## src/rtl/hazard_controller_if.sv

```systemverilog
// Hazard controller bundle: ID/EX hazard inputs plus pipeline enable/flush outputs.
// Purely combinational wiring; no latency of its own.
// No flow control: the controller drives enables every cycle, the pipeline obeys.
interface hazard_controller_if #(
  parameter int CNT_WIDTH = 16
);
  logic [6:0]           id_opcode;
  logic [4:0]           id_rs1;
  logic [4:0]           id_rs2;
  logic                 ex_mem_read;
  logic [4:0]           ex_rd;
  logic                 ex_branch_taken;
  logic                 mem_wait;
  logic                 pc_write;
  logic                 if_id_write;
  logic                 id_ex_write;
  logic                 ex_mem_write;
  logic                 if_id_flush;
  logic                 id_ex_flush;
  logic [CNT_WIDTH-1:0] stall_count;
  logic [CNT_WIDTH-1:0] flush_count;
  logic [1:0]           state;
  logic                 timeout_err;

  // Pipeline side: presents hazard information, consumes enables and status.
  modport master (
    output id_opcode, id_rs1, id_rs2, ex_mem_read, ex_rd, ex_branch_taken, mem_wait,
    input  pc_write, if_id_write, id_ex_write, ex_mem_write, if_id_flush, id_ex_flush,
    input  stall_count, flush_count, state, timeout_err
  );

  // Controller side.
  modport slave (
    input  id_opcode, id_rs1, id_rs2, ex_mem_read, ex_rd, ex_branch_taken, mem_wait,
    output pc_write, if_id_write, id_ex_write, ex_mem_write, if_id_flush, id_ex_flush,
    output stall_count, flush_count, state, timeout_err
  );
endinterface

```

## src/rtl/hazard_controller.sv

```systemverilog
// Pipeline hazard controller: load-use stalls, branch flushes, memory-wait freeze/timeout.
// Enables/flushes are combinational from state and inputs; state/counters update on clk.
// mem_wait freezes every pipeline register; a stuck memory halts the pipe until reset.
module hazard_controller #(
  parameter int CNT_WIDTH   = 16,
  parameter int MEM_TIMEOUT = 64
) (
  input  logic             clk,
  input  logic             rst,
  hazard_controller_if.slave hz
);

  typedef enum logic [1:0] {
    RUN      = 2'b00,
    MEM_WAIT = 2'b01,
    HALT     = 2'b10
  } state_t;

  localparam logic [6:0] OP_R = 7'b0110011;
  localparam logic [6:0] OP_S = 7'b0100011;
  localparam logic [6:0] OP_B = 7'b1100011;
  localparam logic [6:0] OP_I = 7'b0010011;
  localparam logic [6:0] OP_L = 7'b0000011;

  // Wait counter value on the last permitted MEM_WAIT cycle.
  localparam logic [7:0]           WAIT_LAST = 8'(MEM_TIMEOUT - 1);
  localparam logic [CNT_WIDTH-1:0] CNT_ONE   = CNT_WIDTH'(1);

  state_t               state_q;
  logic [7:0]           wait_cnt;
  logic                 br_pending;
  logic                 timeout_q;
  logic [CNT_WIDTH-1:0] stall_cnt;
  logic [CNT_WIDTH-1:0] flush_cnt;

  logic use_rs1;
  logic use_rs2;
  logic load_use;
  logic branch;
  logic resolve;
  logic take_branch;
  logic take_stall;

  // Decode register usage of the ID instruction and resolve this cycle's hazard.
  always_comb begin
    use_rs2 = (hz.id_opcode == OP_R) || (hz.id_opcode == OP_S) || (hz.id_opcode == OP_B);
    use_rs1 = use_rs2 || (hz.id_opcode == OP_I) || (hz.id_opcode == OP_L);
    load_use = hz.ex_mem_read && (hz.ex_rd != 5'd0) &&
               ((use_rs1 && (hz.ex_rd == hz.id_rs1)) ||
                (use_rs2 && (hz.ex_rd == hz.id_rs2)));
    // A branch that resolved while frozen is replayed on the exit cycle.
    branch = hz.ex_branch_taken || ((state_q == MEM_WAIT) && br_pending);
    // The pipe only advances when memory is ready and we are not halted.
    resolve     = !rst && !hz.mem_wait && (state_q != HALT);
    take_branch = resolve && branch;
    take_stall  = resolve && !branch && load_use;
  end

  // Drive enables and flushes; branch beats load-use, freeze beats both.
  always_comb begin
    hz.pc_write     = resolve && !take_stall;
    hz.if_id_write  = resolve && !take_stall;
    hz.id_ex_write  = resolve;
    hz.ex_mem_write = resolve;
    hz.if_id_flush  = take_branch;
    hz.id_ex_flush  = take_branch || take_stall;
  end

  assign hz.state       = state_q;
  assign hz.timeout_err = timeout_q;
  assign hz.stall_count = stall_cnt;
  assign hz.flush_count = flush_cnt;

  // State machine, wait timer, pending branch and saturating counters.
  always_ff @(posedge clk or posedge rst) begin
    if (rst) begin
      state_q    <= RUN;
      wait_cnt   <= '0;
      br_pending <= 1'b0;
      timeout_q  <= 1'b0;
      stall_cnt  <= '0;
      flush_cnt  <= '0;
    end else begin
      if (take_stall && (stall_cnt != '1)) stall_cnt <= stall_cnt + CNT_ONE;
      if (take_branch && (flush_cnt != '1)) flush_cnt <= flush_cnt + CNT_ONE;
      case (state_q)
        RUN: begin
          if (hz.mem_wait) begin
            state_q  <= MEM_WAIT;
            wait_cnt <= '0;
          end
        end
        MEM_WAIT: begin
          if (hz.mem_wait) begin
            if (hz.ex_branch_taken) br_pending <= 1'b1;
            if (wait_cnt == WAIT_LAST) begin
              state_q   <= HALT;
              timeout_q <= 1'b1;
            end else begin
              wait_cnt <= wait_cnt + 8'd1;
            end
          end else begin
            br_pending <= 1'b0;
            state_q    <= RUN;
          end
        end
        default: state_q <= HALT;
      endcase
    end
  end

endmodule

```

## src/flat_wrapper.sv

```systemverilog
// flat-port wrapper written by rule: the top's interface ports become plain ports
module hazard_controller_flat 
#(
  parameter int CNT_WIDTH   = 16,
  parameter int MEM_TIMEOUT = 64
)
  (clk, rst, hz_id_opcode, hz_id_rs1, hz_id_rs2, hz_ex_mem_read, hz_ex_rd, hz_ex_branch_taken, hz_mem_wait, hz_pc_write, hz_if_id_write, hz_id_ex_write, hz_ex_mem_write, hz_if_id_flush, hz_id_ex_flush, hz_stall_count, hz_flush_count, hz_state, hz_timeout_err);
  hazard_controller_if #(.CNT_WIDTH(CNT_WIDTH)) hz_i ();
  input  logic clk;
  input  logic rst;
  input wire logic [$bits(hz_i.id_opcode)-1:0] hz_id_opcode;
  input wire logic [$bits(hz_i.id_rs1)-1:0] hz_id_rs1;
  input wire logic [$bits(hz_i.id_rs2)-1:0] hz_id_rs2;
  input wire logic [$bits(hz_i.ex_mem_read)-1:0] hz_ex_mem_read;
  input wire logic [$bits(hz_i.ex_rd)-1:0] hz_ex_rd;
  input wire logic [$bits(hz_i.ex_branch_taken)-1:0] hz_ex_branch_taken;
  input wire logic [$bits(hz_i.mem_wait)-1:0] hz_mem_wait;
  output wire logic [$bits(hz_i.pc_write)-1:0] hz_pc_write;
  output wire logic [$bits(hz_i.if_id_write)-1:0] hz_if_id_write;
  output wire logic [$bits(hz_i.id_ex_write)-1:0] hz_id_ex_write;
  output wire logic [$bits(hz_i.ex_mem_write)-1:0] hz_ex_mem_write;
  output wire logic [$bits(hz_i.if_id_flush)-1:0] hz_if_id_flush;
  output wire logic [$bits(hz_i.id_ex_flush)-1:0] hz_id_ex_flush;
  output wire logic [$bits(hz_i.stall_count)-1:0] hz_stall_count;
  output wire logic [$bits(hz_i.flush_count)-1:0] hz_flush_count;
  output wire logic [$bits(hz_i.state)-1:0] hz_state;
  output wire logic [$bits(hz_i.timeout_err)-1:0] hz_timeout_err;
  assign hz_i.id_opcode = hz_id_opcode;
  assign hz_i.id_rs1 = hz_id_rs1;
  assign hz_i.id_rs2 = hz_id_rs2;
  assign hz_i.ex_mem_read = hz_ex_mem_read;
  assign hz_i.ex_rd = hz_ex_rd;
  assign hz_i.ex_branch_taken = hz_ex_branch_taken;
  assign hz_i.mem_wait = hz_mem_wait;
  assign hz_pc_write = hz_i.pc_write;
  assign hz_if_id_write = hz_i.if_id_write;
  assign hz_id_ex_write = hz_i.id_ex_write;
  assign hz_ex_mem_write = hz_i.ex_mem_write;
  assign hz_if_id_flush = hz_i.if_id_flush;
  assign hz_id_ex_flush = hz_i.id_ex_flush;
  assign hz_stall_count = hz_i.stall_count;
  assign hz_flush_count = hz_i.flush_count;
  assign hz_state = hz_i.state;
  assign hz_timeout_err = hz_i.timeout_err;
  hazard_controller #(.CNT_WIDTH(CNT_WIDTH), .MEM_TIMEOUT(MEM_TIMEOUT)) u_core (.clk(clk), .rst(rst), .hz(hz_i));
endmodule
```

## config.mk

```make
export PLATFORM = sky130hd
export DESIGN_NAME = hazard_controller_flat
export DESIGN_NICKNAME = d
export VERILOG_FILES = /design/src/rtl/hazard_controller_if.sv /design/src/rtl/hazard_controller.sv /design/src/flat_wrapper.sv
export SDC_FILE = /design/constraint.sdc
export NUM_CORES = 1
export LEC_CHECK = 0
export ABC_CLOCK_PERIOD_IN_PS = 4100
export CORE_MARGIN = 1
export CORE_UTILIZATION = 48
export CTS_CLUSTER_DIAMETER = 40
export DETAILED_ROUTE_END_ITERATION = 10
export PLACE_DENSITY = 0.8
export SYNTH_ARGS = -nofsm -noshare
export SYNTH_HDL_FRONTEND = slang
export SYNTH_SLANG_ARGS = --single-unit
```

## constraint.sdc

```tcl
create_clock -name clk -period 4.1 [get_ports clk]
set_input_delay 0.615 -clock clk [delete_from_list [all_inputs] [get_ports clk]]
set_output_delay 0.615 -clock clk [all_outputs]
set_load 0.02 [all_outputs]
```

==> results.txt <==
The transition time of the tightest slew-check pin came out at 0.794 ns. Data arrives at the worst endpoint at 2.80 ns. The initial antenna violation count came to 0. The worst voltage drop across the vdd grid is 0.000162 V. The post-detailed-route via-to-cell ratio came out at 5.34. The worst path setup slack after routing is 0.682 ns. The proportion of netlist area held by the largest area contributor came out at 45.2%. The die is 73.2 um wide. The hold buffer count at CTS is 0.

Once the floorplan was initialized, standard cells occupied 50.5% of the core. The launching element of the worst setup path is hz_ex_branch_taken. Setup repair after global routing left no endpoint under its margin. The kind of path behind the tightest hold check is register to register. The total number of placement rows came out at 25. The part of the power in combinational logic is 7.0%. On the final layout, the worst clock skew is 0.0112 ns. The net switching fraction of the power came out at 21.8%. The clock latency on the worst-skew pair came out at 0.30 ns. The pin count of the biggest net entering global routing is 45. The maximum achievable frequency is 293 MHz. The summed negative setup slack over all endpoints came out at 0 ns. The number of instances in the synthesized netlist is 232. The final max-slew violation count is 0. The most critical setup path has its endpoint at hz_id_ex_flush. The total power per unit cell area is 255 nW/um^2.

The quantity of gates resized following cts came out at 0. The number of global-route vias before repair is 1917. The number of vias after detailed routing came out at 1972. The final design area excluding fillers came out at 3260 sq um. The fraction of layout cells with a size suffix above 1 came out at 7.62%. The number of enable-type register cells in the synthesized netlist came out at 0. The Yosys warning count came out at 0. The number of routed nets with antenna violations is 0. In the layout the commonest cells are clkdlybuf4s50_1, dfrtp_1, xor2_1. The die outline height is 73.2 um. The worst setup path is of the input port to primary output kind.

The floorplan core area is 4820 sq um. The peak fanout along the critical path is 4. Overall power consumption after layout is estimated at 832 uW. In this run the critical register-to-register path is launched from u_core.hz.stall_count[2]. For this run, global-route usage on met1 was measured as 27.5%. The portion of the clock cycle consumed by the worst path in the final layout came out at 83.4%. The global route total overflow came out at 0. TritonCTS built the clock tree. The total detailed-routing wirelength came out at 5.25 mm.

The worst setup path is captured at a primary output. The headroom to the max-slew limit came out at 46.4%. The DRC violation count after routing is 0. The cell-internal power came out at 651 uW.

The nature of the critical path startpoint is an input port. The diode insertion count for antenna repair is 0. The area taken by multi-input logic gates came out at 1240 sq um.

The cell at the root of the clock tree is clkbuf_8. The placed wire-length estimate after detailed placement came out at 3.92 mm. The worst hold slack across all endpoints is 0.483 ns. The clock period minus final worst setup slack came out at 3.42 ns.

The cell type contributing the most total cell area after synthesis is dfrtp_1. The leakage power total came out at 0.00147 uW. The number of search-and-repair iterations in the first detailed-routing pass is 4. The worst slack at placement is 0.704 ns. After the first detailed-routing iteration, the DRC count stood at 156. The fraction of power consumed by sequential logic came out at 52.5%. The area growth from synthesis to layout is 33.9%. Per report_power, the clock group accounts for 40.5% of the total.

The internal reg-to-reg setup slack is 1.82 ns. The clock transition time at the flip-flop clock pins of the worst setup and hold paths came out at 0.09 ns. The logic depth of the worst register-to-register path is 5. The proportion of synthesized chip area in sequential cells came out at 45.2%.

In this run the critical register-to-register path is captured at u_core.hz.stall_count[1]. The final layout contains 331 nets. The global-route total usage across every layer came out at 21.2%. For met3 alone, demand over resource in global routing was 5.52%.

The die area is 5360 sq um. In this run the cell area of the synthesized design comes to 2430 sq um. The tool flagged a number of max-cap violations equal to 0. The flow ran to the end, and the final reports show no timing, DRC or antenna violations. The number of buffers between clock root and the deepest sink came out at 2. The fill cell instance count of the final layout is 405. The wire length of the first global-routing pass came out at 8.74 mm. The number of nets handed over by synthesis was 262. The final number of hold-violating endpoints is 0. The area of placed instances is 3150 sq um. The library cell used most frequently in the layout, excluding fill and tap cells, is clkdlybuf4s50_1. The post-CTS setup buffer count is 0. The average instance in the mapped netlist occupies 10.5 sq um. During I/O placement, the number of pins put on the boundary was 68. The number of clock buffers added by TritonCTS is 5. The switching power came out at 181 uW. The global routing stage identified its most utilized layer as met2. The number of input and output port buffers inserted is 67.

After synthesis, the cell types taking the most area are dfrtp_1, xor2_1, nor4_2. The clock sink count came out at 44. The H-tree generated during clock tree synthesis spans 2 levels. Setup violations remaining at the end of the flow were counted as 0. The area taken by flip-flops and latches is 1100 sq um. The register bit count reported by yosys came out at 44. The distinct cell type count of the synthesized netlist is 36. In the synthesized netlist the dominant register cell turns out to be dfrtp_1.

The endpoint required time on the critical path is 3.48 ns. In the global route stage, met2 resource usage came out at 35.1%. The final weighted congestion in routability-driven placement came out at 0.823. Dividing the detail-routed wire length by the instance count gives 14.2 um. The fraction of synthesis flops using an asynchronous set or reset pin came out at 100%.
-- final cells by class --
class                   count  area share (%)
inverters                   8           0.921
repair buffers             70            21.3
clock buffers               5            2.11
clock inverters             3            1.42
well taps                  67            2.57
flip-flops and latches     44            33.8
multi-input cells         172            38.0
-- power by group through the flow --
stage / clock [uW] / combinational, uW / sequential [uW]
after detailed placement: 0 / 58.7 / 446
after floorplan: 0 / 20.9 / 446
after CTS: 345 / 59.1 / 437
after global placement: 0 / 58.0 / 446
after global routing: 362 / 64.6 / 438
final: 337 / 58.2 / 437
-- critical path, stage by stage --
cell and delay [ns]:
clkdlybuf4s50_1 0.48, nor4b_2 0.29, nand3_1 0.11, a2111o_1 0.39
o21ai_0 0.27, clkdlybuf4s50_1 0.66
-- cell families after synthesis --
kind of cell	synth area share, %
AO/OA/AOI/OAI	4.62
flip-flops	45.2
multiplexers	0.925
XOR/XNOR	16.5
buffers and inverters	3.96
AND/OR/NAND/NOR	27.2
adder cells (fa/ha/maj)	1.54
-- Yosys cell counts, types with 2 or more instances --
cell / count
dfrtp_1: 44
xor2_1: 38
nand3_1: 18
nor2_1: 15
nand2_1: 12
nand4_1: 11
and3_1: 10
and4_1: 8
inv_1: 8
nor4_1: 8
nor4_2: 8
xnor2_1: 8
o21ai_0: 5
nor3_1: 4
a21oi_1: 3
buf_4: 3
ha_1: 3
a2111o_1: 2
and2_1: 2
clkbuf_1: 2
mux2_2: 2
nand2b_1: 2
nor2b_1: 2
nor4b_1: 2
-- routing by layer --
metal / share of wire (%) / vias up
li1: - / 972
met1: 46 / 942
met2: 48 / 52
met3: 5.0 / 6
met4: 0.97 / 0
met5: 0 / -
-- worst min path at each step --
stage / from / endpoint / depth (start not counted)
final: u_core.hz.timeout_err / u_core.hz.timeout_err / 1
after global routing: u_core.hz.stall_count[11] / u_core.hz.stall_count[11] / 1
after CTS: u_core.hz.timeout_err / u_core.hz.timeout_err / 1
after detailed placement: u_core.hz.timeout_err / u_core.hz.timeout_err / 1
after global placement: u_core.hz.timeout_err / u_core.hz.timeout_err / 1
after floorplan: u_core.wait_cnt[5] / u_core.wait_cnt[5] / 2
-- metrics by stage --
step           utilization [%]  std cells
2_1_floorplan                -        232
3_3_place_gp              65.3        361
3_5_place_dp              65.3        361
4_1_cts                   67.7        369
5_1_grt                   67.7        369
6_report                  67.7        369
-- flip-flops by register name, summed over array words and instances, names as in the netlist --
register,cells
u_core.wait_cnt,8
u_core.hz.state,2
u_core.hz.stall_count,16
u_core.br_pending,1
u_core.hz.flush_count,16
u_core.hz.timeout_err,1
(Power assumes the default switching activity.)
